**src/rtl/sudoku_pkg.sv**
```systemverilog
// Shared sizing and state types for the sudoku solver grid and its readout.
// Grid order drives every derived width below.
package sudoku_pkg;

  localparam int GRID_ORD  = 3;
  localparam int GRID_LEN  = GRID_ORD * GRID_ORD;
  localparam int GRID_AREA = GRID_LEN * GRID_LEN;
  localparam int DIGIT_W   = $clog2(GRID_LEN + 1);
  localparam int IDX_W     = $clog2(GRID_AREA);
  localparam int VAL_W     = GRID_AREA * GRID_LEN;

  typedef enum logic [3:0] {
    IDLE      = 4'b0001,
    STREAM    = 4'b0010,
    DONE_OK   = 4'b0100,
    DONE_FAIL = 4'b1000
  } readout_state_t;

endpackage

```
**src/rtl/grid_readout_onehot_decode.sv**
```systemverilog
// One-hot tile to binary digit; empty or multi-hot tiles map to zero.
// Multi-hot tiles additionally raise malformed.
module onehot_decode
  import sudoku_pkg::*;
(
  input  logic [GRID_LEN-1:0] tile,
  output logic [DIGIT_W-1:0]  digit,
  output logic                malformed
);

  logic [DIGIT_W-1:0] pos;

  always_comb begin
    pos = '0;
    for (int v = 0; v < GRID_LEN; v++) begin
      if (tile[v]) pos = DIGIT_W'(v + 1);
    end
  end

  // Clearing the lowest set bit leaves something only if two or more were set.
  assign malformed = |(tile & (tile - GRID_LEN'(1)));
  assign digit     = malformed ? '0 : pos;

endmodule

```
**src/rtl/grid_readout.sv**
```systemverilog
// Snapshots the solved grid and streams one decoded tile per beat.
// A failed solve parks in DONE_FAIL and streams nothing.
module grid_readout
  import sudoku_pkg::*;
(
  input  logic               clock,
  input  logic               reset,
  input  logic               done_success,
  input  logic               done_failure,
  input  logic [VAL_W-1:0]   values,
  output logic               out_valid,
  input  logic               out_ready,
  output logic [DIGIT_W-1:0] out_digit,
  output logic [IDX_W-1:0]   out_index,
  output logic               out_last,
  output logic               busy,
  output logic               failed,
  output logic               bad_tile
);

  readout_state_t     state;
  logic [VAL_W-1:0]   snapshot;
  logic [IDX_W-1:0]   idx;
  logic [GRID_LEN-1:0] tile;
  logic [DIGIT_W-1:0] digit;
  logic               malformed;
  logic               at_last;

  assign tile    = snapshot[idx*GRID_LEN +: GRID_LEN];
  assign at_last = (idx == IDX_W'(GRID_AREA - 1));

  onehot_decode u_dec (
    .tile      (tile),
    .digit     (digit),
    .malformed (malformed)
  );

  always_ff @(posedge clock or negedge reset) begin
    if (!reset) begin
      state    <= IDLE;
      snapshot <= '0;
      idx      <= '0;
      bad_tile <= 1'b0;
    end else begin
      unique case (state)
        IDLE: begin
          if (done_failure) begin
            state <= DONE_FAIL;
          end else if (done_success) begin
            snapshot <= values;
            idx      <= '0;
            bad_tile <= 1'b0;
            state    <= STREAM;
          end
        end
        STREAM: begin
          if (out_ready) begin
            if (malformed) bad_tile <= 1'b1;
            if (at_last) state <= DONE_OK;
            else         idx   <= idx + 1'b1;
          end
        end
        DONE_OK, DONE_FAIL: begin
          // Only a grid re-reset (both levels low) re-arms capture.
          if (!done_success && !done_failure) state <= IDLE;
        end
        default: state <= IDLE;
      endcase
    end
  end

  assign busy      = (state == STREAM);
  assign failed    = (state == DONE_FAIL);
  assign out_valid = busy;
  assign out_index = busy ? idx : '0;
  assign out_digit = busy ? digit : '0;
  assign out_last  = busy & at_last;

endmodule
```
**config.mk**
```make
export PLATFORM = sky130hd
export DESIGN_NAME = grid_readout
export DESIGN_NICKNAME = d
export VERILOG_FILES = /design/src/rtl/sudoku_pkg.sv /design/src/rtl/grid_readout_onehot_decode.sv /design/src/rtl/grid_readout.sv
export SDC_FILE = /design/constraint.sdc
export NUM_CORES = 1
export LEC_CHECK = 0
export CAP_MARGIN = 20
export CORE_MARGIN = 2
export CORE_UTILIZATION = 30
export DETAILED_ROUTE_END_ITERATION = 8
export PLACE_DENSITY = 0.51
export SLEW_MARGIN = 20
export SYNTH_ARGS = -nofsm -noshare
export SYNTH_HDL_FRONTEND = slang
export SYNTH_SLANG_ARGS = --single-unit
```
**constraint.sdc**
```tcl
create_clock -name clock -period 5.2 [get_ports clock]
set_clock_uncertainty 0.2 [all_clocks]
set_input_delay 0.52 -clock clock [delete_from_list [all_inputs] [get_ports clock]]
set_output_delay 0.52 -clock clock [all_outputs]
set_load 0.02 [all_outputs]
```
======== Word level (Yosys, flattened, before mapping) ========
Cells that the tools add are included.
word-level totals
  word-level logic and storage cells ...... 62
  flip-flop bits (word level) ............. 741
  bits of input ports ..................... 734
  output and inout bits ................... 16
operators by class
  multiplexer cells ....................... 28
  $add $sub $neg .......................... 2
  reduce and logical (&&, ||, !) cells .... 10
  shift-type cells ........................ 1
  equality and inequality tests ........... 13
  $mul .................................... 1
  bitwise logic cells ..................... 3
operators by type and width
  operator                number
  $shiftx A729 B12 Y9     1
  $mux W4                 9
  $mux W7                 5
  $pmux W7 S2             1
  $mux W3                 4
  $pmux W4 S3             1
  $mul A7 B4 Y11 const B  1
  $ne A2 B2 Y1 const B    5
  $reduce_and A5 Y1       2
  $and A9 B9 Y9           1
  $reduce_or A9 Y1        1
  $sub A9 B1 Y9 const B   1
  $add A7 B1 Y7 const B   1
  $eq A7 B7 Y1 const B    1
  $mux W1                 5
  $eq A4 B1 Y1 const B    1
  $eq A4 B2 Y1 const B    1
  $eq A4 B3 Y1 const B    1
  $eq A4 B4 Y1 const B    1
  $mux W2                 2
  $ne A2 B1 Y1 const B    2
  $reduce_and A4 Y1       1
  $ne A3 B3 Y1 const B    1
  $reduce_and A3 Y1       1
  other kinds (7)         8

======== Depth between registers and ports, before layout ========
  word-level depth ........................ 13
  gate-level depth with buffers ........... 14
  mapped depth without buffers ............ 9

======== Cells and area by module ========
From an unflattened synthesis, not the netlist that was laid out.
unflattened totals
  cells, all modules ...................... 3,705
  area, all modules ....................... 34,166.5 µm²
modules (own cells, without submodules)
  module         seq. area each (µm²)  area an instance (µm²)  cells an instance  times used
  grid_readout   18,544.0              33,975.1                3,676              1
  onehot_decode  0.0                   191.4                   29                 1

======== Worst setup path after synthesis ========
No wires, ideal clock.
  path type ............................... flip-flop to output port
  start point ............................. register idx[1]
  end point ............................... output port out_digit[3]
  setup slack ............................. 1.148 ns
  arrival ................................. 3.332 ns
  data required time ...................... 4.480 ns
  cell stages (with the launch flop) ...... 13
  path through ............................ dfrtp_1 -> buf_2 -> buf_1 -> buf_1 -> mux4_2 -> a22oi_1 -> nand2_1 -> a22oi_1 -> o211a_1 -> nand2_1 -> o31ai_2 -> nand3_1 -> nor4_1
between the ends
  longest elaborated chain between the ends .. 7
  elaborated cells on any way between the ends .. 9
  those cells by class .................... add/sub (1); mul (1); shift (1); mux (4); bitwise (1); reduce/logical (1)
ends and longest elaborated chain
  element                   line                              source
  start: declaration        grid_readout.sv:23                logic [IDX_W-1:0] idx;
  start signal: assignment  grid_readout.sv:60                else idx <= idx + 1'b1;
  $mul A7 B4 Y11 (*)        grid_readout.sv:29                assign tile = snapshot[idx*GRID_LEN +: GRID_LEN];
  $shiftx A729 B12 Y9 (*)   grid_readout.sv:29
  $sub A9 B1 Y9             grid_readout_onehot_decode.sv:21  assign malformed = |(tile & (tile - GRID_LEN'(1)));
  $and A9 B9 Y9             grid_readout_onehot_decode.sv:21
  $reduce_or A9 Y1          grid_readout_onehot_decode.sv:21
  $mux W4 (*)               grid_readout_onehot_decode.sv:22  assign digit = malformed ? '0 : pos;
  $mux W4 (*)               grid_readout.sv:76                assign out_digit = busy ? digit : '0;
  end: declaration          grid_readout.sv:13                output logic [DIGIT_W-1:0] out_digit,
Every way passes the cells marked *; elsewhere a longest branch is shown, timed or not.

======== Worst setup path in the final report ========
  start point ............................. register idx[0]
  end point ............................... output port out_digit[3]
Same word-level chain as after synthesis.

==> results <==
- Dividing the detail-routed wire length by the instance count gives 23.5 µm.
- In the routed design, unresolved DRC markers number 0.
- The die covers about 120000 µm².
- Clock latency on the worst-skew pair, taken at its later pin, is 0.66 ns.
- By startpoint and endpoint, the worst setup path is classified as register to output port.
- The maximum number of pins on one net before global-route repair is 201.
- Per report_power, the clock group accounts for about a quarter of the total.
- The final RePlAce weighted congestion is between 0.8 and 0.9.
- The number of antenna violations at the first check in global routing is 14.
- The data arrival time of the critical path is 4.31 ns.
- The row count is 123.
- The final number of hold-violating endpoints was 0.
- Clock-pin slew was measured on the worst setup and hold paths at 0.06 ns.
- The aggregate routed wire length is ~140000 µm.
- The maximum clock path buffer count is 3.
- The signal on the critical path passes through buf_16 > buf_16 > mux4_2 > a22oi_1 > nand2_1 > a22oi_1 > o211a_1 > nand4b_1 > o22ai_1 > nor2_1 > nor4_4 > buf_4.
- The H-tree was split into 3 levels.
- Cell internal power was estimated by the tool at 0.0162 W.
- The switching component of the power is about 0.0092 W.
- The clock root buffer master is clkbuf_16.
- The via count of the first global-routing pass is ~30k.
- The detailed-route via count is 28.7k.
- The worst setup path is launched from a register.
- The total nets after synthesis is 4468.
- The total overflow left after global routing is 0.
- The number of buffers created by CTS is 86.
- Sequential cells burn 40.3% of the power.
- Input and output buffers added on the ports amount to ~750.
- The TritonCTS clock tree is yes.
- The switching share of power is 36.4%.
- For this configuration, the core starts out at a cell density of 30.2%.
- Across the run, the number of max-cap violations was 0.
- The count of placed standard cells including taps is just under 6k.
- In this run, distinct cell masters in the synthesized netlist total 72.
- The wire length of the first global-routing pass is 204000 µm.
- After layout, the minimum clock period comes to approximately 5.0 ns.
- Measured against its own limit, the worst slew margin works out to 31.9%.
- Setup violations remaining at the end of the flow were counted as 0.
- Dividing total power by cell area gives a power density of 541 nW/µm².
- The global routing usage summed across all routing layers is a little under a quarter.
- Derived from the worst setup path, the maximum achievable clock frequency is 199 MHz.
- In the synthesized netlist, the number of instances is 3732.
- The width of the chip is ~340 µm.
- The worst setup path is captured at an output port.
- The DRC violation total after the first TritonRoute iteration is ~2.2k.
- The kind of cell with the highest combined delay along the critical path is compound AO/OA/AOI/OAI gates.
- The post-synthesis average cell area is 9.11 µm².
- The count of cells in the finished layout, fillers not included, comes to between 6k and 7k.
- The per-cell via count in the routed design is 4.77.
- The fraction of the cycle the final worst path needs is 96.8%.
- Summing every instance area after synthesis gives 34000 µm².
- The number of nets in the layout is 5175.
- For this run, the share of the core covered by cells in the final layout is 41.7%.
- The final max-slew violation count came to 0.
- The clock drives 741 sinks.
- In the synthesized netlist the dominant register cell turns out to be dfrtp_1.
- Setup repair after global routing could not meet its margin everywhere.
- The floorplan core area is 112000 µm².
- The antenna violation net count after detailed routing is 0.
- The slowest library cell on the worst path is mux4_2.
- Overall power consumption after layout is estimated at 0.0254 W.
- The buffers plus inverters on the worst setup path is 3.
- The worst-case IR drop observed on VDD is 293 µV.
- For the pin with the worst max-slew slack, the measured transition is 1.02 ns.
- The count of flip-flops with a built-in enable after synthesis is 0.
- The number of placed I/O pins is 750.
- The combinational share of power is 34.4%.
- The sequential-to-total area share from yosys stat is 54.5%.
- The relative area change from synthesis to final layout is 37.9%.
- Along the worst path, the maximum fanout reaches 16.
- The layout cell share with drive strength beyond 1 is 9.93%.
- For this design the static power due to leakage is 22.3 nW.
- The synthesized design contains 741 register bits.
- The fraction of synthesis flops using an asynchronous set or reset pin is 100%.
- The class of the tightest hold or removal check is primary input to register.
- The pre-antenna-repair detailed-routing pass consisted of 5 iterations.
- The run finished with clean final reports.
- Data on the critical path is required at its endpoint by ~4.5 ns.
- Measured along the y axis, the die boundary spans 341 µm.
- The largest single stage delay on the critical path is slightly above 0.5 ns.
- The count of yosys warnings during synthesis is 0.
- Once detailed placement completed, the half-perimeter wirelength came to between 100000 and 150000 µm.
-- Yosys cell counts (all sizes together) (4+ instances only) --
cell type  number  area, µm²
nand2b          4       25.0
a221oi         13        114
nor2           30        113
nor2b           8       50.1
o221ai         12        105
o21ai          15       75.1
nor3            6       30.0
a21oi          21        105
clkbuf        185        694
a22o            7       61.3
and2            8       50.1
mux2            5       56.3
inv             6       22.5
a22oi          54        405
a211oi          9       87.6
nand3          19       95.1
buf            52        353
nand2        2226       8360
mux4          134       3020
dfrtp         740      18500
mux2i         112       1120
-- per-stage QoR --
step	hold WS (ns)	instance area (µm²)	setup WS, ns	TNS (ns)
final	0.183	46900	0.166	0
after global routing	0.162	46900	-0.00738	-0.00738
after CTS	0.133	46500	0.00173	0
after detailed placement	0.258	43100	0.190	0
after global placement	0.253	43100	0.225	0
after floorplan	0.0244	34000	1.15	0
-- worst min-delay path, stage by stage --
cell	delay, ns
clkdlybuf4s50_1	0.40
nand2_1	0.05
nand2_1	0.04
-- cells by family (layout without fill, tap and decap cells) --
family	Yosys count	after routing	share of synthesized area, %
multiplexers	251	251	12.3
XOR/XNOR	5	5	0.129
AND/OR/NAND/NOR	2325	2326	26.2
AO/OA/AOI/OAI	161	161	3.56
buffers and inverters	246	1024	3.18
adder cells (fa/ha/maj)	3	3	0.103
other	0	9	0
flip-flops	741	741	54.5
-- area by class of cell --
class	count	area (µm²)
Fill cell	11100	65600
Sequential cell	741	18600
Multi-Input combinational cell	2746	14700
Timing Repair Buffer	855	8760
Clock buffer	125	2510
Tap cell	1500	1880
Clock inverter	35	492
Inverter	9	33.8
Antenna cell	9	22.5
-- final timing paths --
kind | cells after the start | slack, ns | startpoint | to
hold reg to reg | 2 | 0.27 | snapshot[313] | snapshot[313]
setup reg to reg | 11 | 1.59 | idx[0] | bad_tile
hold / removal | 3 | 0.18 | values[658] | snapshot[658]
max in group asynchronous | 3 | 3.14 | reset | snapshot[222]
setup / recovery | 12 | 0.17 | idx[0] | out_digit[3]
min in group asynchronous | 2 | 0.35 | reset | snapshot[412]
-- cell usage in the layout, fill, tap and decap left out, types with 5 or more instances in the layout --
master,Yosys,final
a211oi_2,4,5
a21oi_1,21,20
a221oi_1,13,9
a22o_1,7,7
a22oi_1,54,51
and2_1,8,7
buf_12,1,19
buf_16,0,7
buf_4,14,73
bufinv_16,0,9
clkbuf_1,185,18
clkbuf_16,0,86
clkbuf_8,0,21
clkdlybuf4s50_1,0,744
clkinv_2,0,9
clkinvlp_4,0,5
dfrtp_1,740,737
diode_2,0,9
inv_1,6,6
mux2_2,5,5
mux2i_1,112,103
mux2i_2,0,6
mux4_2,134,134
nand2_1,2226,2225
nand3_1,19,17
nor2_1,30,26
nor3_1,6,6
o21ai_0,11,8
o21ai_1,4,5
o221ai_1,12,12
-- state kept, by name, summed over array words and instances, names as in the netlist --
signal	count
snapshot	729
bad_tile	1
state	4
idx	7
-- power by group through the flow --
stage | sequential [W] | combinational [W] | clock [W]
after floorplan | 0.00938 | 0.00553 | 0
after global placement | 0.0104 | 0.00808 | 0
after detailed placement | 0.0103 | 0.00825 | 0
after CTS | 0.0102 | 0.00856 | 0.00657
after global routing | 0.0105 | 0.00971 | 0.00679
final | 0.0102 | 0.00874 | 0.00643
-- metal layers --
layer | vias to the layer above | track usage [%] | part of all wire [%]
met5 | - | 0 | 0.016
met4 | 4 | 7.88 | 3.2
met3 | 180 | 4.60 | 6.1
met2 | 950 | 40.8 | 49
met1 | 14200 | 30.6 | 41
li1 | 13400 | - | -
-- repair_timing --
item                                    CTS  global route
endpoints found under the setup margin    4             4
hold buffers                              1             0
resized for setup                        31            42
endpoints found under the hold margin    86             0
gates cloned                              3             1
pin swaps                                 5            11
setup buffers                            11            24
(Power assumes the default switching activity.)
